## src/rtl/muldiv_seq.sv

```systemverilog
// muldiv_seq: radix-2 iterative signed/unsigned multiply/divide, one iteration per cycle.
// Define MULDIV_EARLY_TERM_EN to let multiply exit once the remaining multiplier bits are zero.
module muldiv_seq #(
    parameter int WIDTH = 32,
    localparam int CNT_W = $clog2(WIDTH) + 1
) (
    input  logic               clk,
    input  logic               rst,
    input  logic               start_i,
    input  logic               annul_i,
    input  logic [1:0]         op_i,
    input  logic [WIDTH-1:0]   op1_i,
    input  logic [WIDTH-1:0]   op2_i,
    output logic [2*WIDTH-1:0] result_o,
    output logic               ready_o,
    output logic               busy_o,
    output logic               div_zero_o
);
    typedef enum logic [1:0] {IDLE, DIVZERO, RUN, END} state_t;
    state_t state_q, state_d;
    logic [1:0]       op_q;
    logic             s1_q, s2_q;
    logic [WIDTH-1:0] a_q, b_q, hi_q, lo_q;
    logic [CNT_W-1:0] cnt_q;
    logic             is_div, is_signed, div_by_zero, last, done, ge, neg;
    logic [WIDTH-1:0] abs1, abs2, hi_n, lo_n, quo, rem;
    logic [WIDTH:0]   acc_sum, r_sh, r_dif;
    logic [2*WIDTH-1:0] prod_raw, fin;

    assign is_div      = op_q[1];
    assign is_signed   = op_q[0];
    assign div_by_zero = op_i[1] && op2_i == '0;
    assign abs1        = (op_i[0] && op1_i[WIDTH-1]) ? -op1_i : op1_i;
    assign abs2        = (op_i[0] && op2_i[WIDTH-1]) ? -op2_i : op2_i;
    // hi accumulates the product (mul) or holds the partial remainder (div)
    assign acc_sum = {1'b0, hi_q} + (lo_q[0] ? {1'b0, a_q} : '0);
    assign r_sh    = {hi_q, lo_q[WIDTH-1]};
    assign r_dif   = r_sh - {1'b0, b_q};
    assign ge      = r_sh >= {1'b0, b_q};
    assign hi_n    = is_div ? (ge ? r_dif[WIDTH-1:0] : r_sh[WIDTH-1:0]) : acc_sum[WIDTH:1];
    assign lo_n    = is_div ? {lo_q[WIDTH-2:0], ge} : {acc_sum[0], lo_q[WIDTH-1:1]};
    assign last    = cnt_q == CNT_W'(WIDTH - 1);
`ifdef MULDIV_EARLY_TERM_EN
    logic [CNT_W-1:0] iters;
    assign iters    = cnt_q + 1'b1;
    assign done     = last || (!is_div && (b_q >> iters) == '0);
    assign prod_raw = {hi_n, lo_n} >> (CNT_W'(WIDTH) - iters);
`else
    assign done     = last;
    assign prod_raw = {hi_n, lo_n};
`endif
    assign neg = is_signed && (s1_q ^ s2_q);
    assign quo = neg ? -lo_n : lo_n;
    assign rem = (is_signed && s1_q) ? -hi_n : hi_n;
    assign fin = is_div ? {rem, quo} : (neg ? -prod_raw : prod_raw);

    always_comb begin
        state_d = state_q;
        case (state_q)
            IDLE:    state_d = (start_i && !annul_i) ? (div_by_zero ? DIVZERO : RUN) : IDLE;
            DIVZERO: state_d = annul_i ? IDLE : (cnt_q[0] ? END : DIVZERO);
            RUN:     state_d = annul_i ? IDLE : (done ? END : RUN);
            END:     state_d = (annul_i || !start_i) ? IDLE : END;
            default: state_d = IDLE;
        endcase
    end

    always_ff @(posedge clk) begin
        if (!rst) begin
            state_q    <= IDLE;
            result_o   <= '0;
            ready_o    <= 1'b0;
            busy_o     <= 1'b0;
            div_zero_o <= 1'b0;
            cnt_q      <= '0;
            op_q       <= '0;
            s1_q       <= 1'b0;
            s2_q       <= 1'b0;
            a_q        <= '0;
            b_q        <= '0;
            hi_q       <= '0;
            lo_q       <= '0;
        end else begin
            state_q    <= state_d;
            ready_o    <= state_d == END;
            busy_o     <= state_d == RUN || state_d == DIVZERO;
            div_zero_o <= state_d == END && (state_q == DIVZERO || div_zero_o);
            case (state_q)
                IDLE: if (state_d != IDLE) begin
                    op_q  <= op_i;
                    s1_q  <= op_i[0] && op1_i[WIDTH-1];
                    s2_q  <= op_i[0] && op2_i[WIDTH-1];
                    a_q   <= div_by_zero ? op1_i : abs1;
                    b_q   <= abs2;
                    hi_q  <= '0;
                    lo_q  <= op_i[1] ? abs1 : abs2;
                    cnt_q <= '0;
                end
                DIVZERO: begin
                    cnt_q <= cnt_q + 1'b1;
                    if (state_d == END) result_o <= {a_q, {WIDTH{1'b1}}};
                end
                RUN: begin
                    hi_q  <= hi_n;
                    lo_q  <= lo_n;
                    cnt_q <= cnt_q + 1'b1;
                    if (state_d == END) result_o <= fin;
                end
                default: ;
            endcase
        end
    end
endmodule

```

## config.mk

```make
export PLATFORM = sky130hd
export DESIGN_NAME = muldiv_seq
export DESIGN_NICKNAME = d
export VERILOG_FILES = /design/src/rtl/muldiv_seq.sv
export SDC_FILE = /design/constraint.sdc
export NUM_CORES = 1
export LEC_CHECK = 0
export BUFFER_PORTS_ARGS = -buffer_cell sky130_fd_sc_hd__buf_2
export CORE_UTILIZATION = 45
export CTS_CLUSTER_SIZE = 25
export DETAILED_ROUTE_END_ITERATION = 12
export PLACE_DENSITY = 0.67
export REMOVE_ABC_BUFFERS = 1
export SLEW_MARGIN = 20
export SYNTH_ARGS = -nofsm -noshare
export SYNTH_HDL_FRONTEND = slang
export SYNTH_SLANG_ARGS = --single-unit
```

## constraint.sdc

```tcl
create_clock -name clk -period 6.3 [get_ports clk]
set_input_delay 0 -clock clk [delete_from_list [all_inputs] [get_ports clk]]
set_output_delay 0 -clock clk [all_outputs]
set_load 0.05 [all_outputs]
```

==> impl_metrics.yaml <==
logic_synthesis:
  async_flop_share_pct: 0
  synthSimpleGateAreaFrac_pct: 24.11
  synth_warnings: 0
  muxShareOfSynthArea_pct: 3.542
  synthXorXnorAreaFrac_pct: 8.570
  synthAdderAreaFrac_pct: 5.737
  synth_top_family_by_area: "compound AO/OA/AOI/OAI gates"
  syn_avg_cell_area_sq_um: 7.300
  synth_cells: 2366
  ys_seq_area_share_pct: 23.99
  yosys-top-cells-area: "dfxtp_1 24%, a21oi_1 6.4%, nor2_1 6.3%, ha_1 5.5%, xnor2_1 4.6%"
  yosysTopAreaCellShare_pct: 23.99
  yosys.area.top_type: "dfxtp_1"
  synth_compound_area_share_pct: 29.06
  ys.flop_type: "dfxtp_1"
  yosys.cell_types.count: 93
  synth_seq_cells: 207
  syn_area_sq_mm: 0.01727
  synth-edff-count: 0
route:
  drc: 0
  num_vias: 19261
  wl_mm: 69.85
  routed_via_density: 6.399
  wl_per_cell_um: 23.21
  drt_iter0_drc: 1965
  ant_nets: 0
  drtPass1Iterations: 6
place:
  placedCellCount: 2906
  dpl_cell_area_sq_mm: 0.01837
  dpl_worst_slack_ns: 0.8957
  port_buffers: 136
  gp_congestion: 1.057
  dp_hpwl_mm: 52.09
clock_network:
  clk_latency_ns: 0.56
  cts_tree: "built"
  clockBufferDepth: 3
  clock-sinks: 207
  cts-root-buf: "clkbuf_16"
  ctsHtreeMaxLevel: 1
  clkSlewWorstSetupHoldPaths_ns: 0.06
  cts_resized: 0
  numCtsBuffers: 24
die:
  die_area_sq_mm: 0.03917
  core-area_sq_mm: 0.03776
  die_x_um: 197.9
  ios: 137
  die_h_um: 197.9
  rows: 71
  start_util_pct: 45.75
timing:
  slew_headroom_pct: 20.44
  maxSlewViolCount: 0
  rsz0062_at_grt: "false"
  period_share_pct: 90.47
  fin_tns_setup_ns: 0
  hold_viol: 0
  finalClockSkew_ns: 0.01923
  setup_viol: 0
  whs_ns: 0.02529
  final.min_clock_period_ns: 5.700
  max_freq_mhz: 175.5
  worst_slack_ns: 0.6004
  worst_pin_slew_ns: 1.163
final_layout:
  num_antenna_cells: 0
  final_util_pct: 52.50
  nNetsFinal: 2629
  finalNonFillerCells: 3010
  syn_to_final_growth_pct: 14.76
  finalInstanceArea_sq_mm: 0.01982
  layout-drive-gt1-share_pct: 10.92
run:
  drv_cap: 0
global_route:
  antenna_found_initial: 0
  grt_overflow: 0
  grt_use_total_pct: 35.05
  grt_pass1_wl_mm: 105.7
  grt_pass1_vias: 18121
  grt_max_degree: 89
worst_setup_path:
  cp-end-kind: "register"
  worstPathMaxFanout: 24
  ff2ff_setup_slack_ns: 0.69
  crit_type: "input pin to register"
  worstPathArrival_ns: 6.11
  startpoint_type: "input pin"
  cp.required_ns: 6.71
power:
  ir_drop_mv: 0.1869
  power_density_mw_per_mm2: 199.4
  p_comb_share_pct: 24.8
  switching_share_pct: 33.08
  clock_power_share_pct: 39.5
  intPower_mw: 2.645
  switchingPower_mw: 1.308
  p_total_mw: 3.953
  p_leak_nw: 7.701
  p_seq_share_pct: 35.7
run_status:
  status: "finished clean"
min_path:
  hp-class: "input pin to register"
[cell usage after synthesis (55+ instances only)]
cell and instances:
o21ai_0 145, nand2_1 211, a211oi_1 104, inv_1 71
dfxtp_1 207, xnor2_1 91, nor3_1 61, ha_1 76
and2_1 55, nor2_1 292, xor2_1 78, a21oi_1 220
clkbuf_1 112
[sequential cells by signal (all words and copies together), names as in the netlist]
signal / count
s2_q: 1
ready_o: 1
a_q: 32
cnt_q: 6
hi_q: 32
lo_q: 32
busy_o: 1
op_q: 2
b_q: 32
s1_q: 1
result_o: 64
state_q: 2
div_zero_o: 1
[cells by family (layout without fill, tap and decap cells)]
kind of cell | count (synthesis) | in the layout
multiplexers | 59 | 59
AO/OA/AOI/OAI | 774 | 774
buffers and inverters | 220 | 353
XOR/XNOR | 169 | 169
adder cells (fa/ha/maj) | 78 | 78
AND/OR/NAND/NOR | 859 | 859
flip-flops | 207 | 207
[per-layer routing]
layer / global-route usage (%) / routed length [um] / vias to the layer above
met5: 0 / 0 / -
met4: 16.28 / 3332 / 0
met3: 7.103 / 7061 / 192
met2: 55.71 / 31000 / 1104
met1: 45.40 / 28460 / 9065
li1: - / - / 8900
[final timing paths]
check,startpoint,end,cells after the start
max reg2reg,hi_q[17]$_SDFFE_PN0P_,result_o[60]$_SDFFE_PN0P_,19
min reg2reg,result_o[32]$_SDFFE_PN0P_,result_o[32]$_SDFFE_PN0P_,2
max,op2_i[4],cnt_q[5]$_SDFFE_PN0P_,21
min,op2_i[28],b_q[28]$_SDFFE_PN0P_,4
[power by group through the flow]
stage / logic (mW) / clock network (mW) / registers [mW]
finish: 0.980 / 1.56 / 1.41
global placement: 0.907 / 0 / 1.43
floorplan: 0.605 / 0 / 1.43
global route: 1.04 / 1.62 / 1.41
detailed placement: 0.910 / 0 / 1.44
CTS: 0.946 / 1.57 / 1.41
[placed cells by master, fill, tap and decap left out, drive strengths merged, types with 10 or more instances in the layout]
master,instances
nand3,46
nor2,293
o21a,26
nand4,26
mux2i,42
mux2,17
a21o,25
o31ai,22
a31oi,47
a21oi,220
clkbuf,36
nor3,63
a311oi,24
or3,42
xnor2,91
nand2b,15
xor2,78
a211oi,105
o21ai,153
or4,10
nand2,211
a22oi,23
dlygate4sd3,59
ha,76
dfxtp,207
nor4,18
o211ai,35
nor3b,16
buf,178
inv,72
and2,56
and3,15
[layout make-up]
cell class / count / area [sq um]
fillers: 3688 / 17930
flip-flops and latches: 207 / 4148
well taps: 511 / 639.4
inverters: 72 / 272.8
multi-input cells: 1939 / 12300
clock buffers: 36 / 706.9
clock inverters: 8 / 143.9
repair buffers: 237 / 1607
[what timing repair did]
action,in CTS,in global routing
hold endpoints to repair,55,0
buffers inserted,0,0
hold buffers,59,0
endpoints found under the setup margin,0,0
[worst max-delay path: stages]
cell and delay (ns):
dlygate4sd3_1 0.53, buf_2 0.15, nor4_1 0.52, nand3b_1 0.25, buf_4 0.23, nor3_1 0.56
and2_1 0.26, nand2_1 0.13, or4b_1 0.71, a21o_1 0.23, a21oi_1 0.15, nor2_1 0.07
dlygate4sd3_1 0.55, inv_1 0.07, ha_1 0.23, nand2b_2 0.54, o21ai_1 0.30, and4_1 0.31
nand3_1 0.10, xor2_1 0.15, nor2_1 0.05
Note: power is estimated with default switching activity, not from simulation.
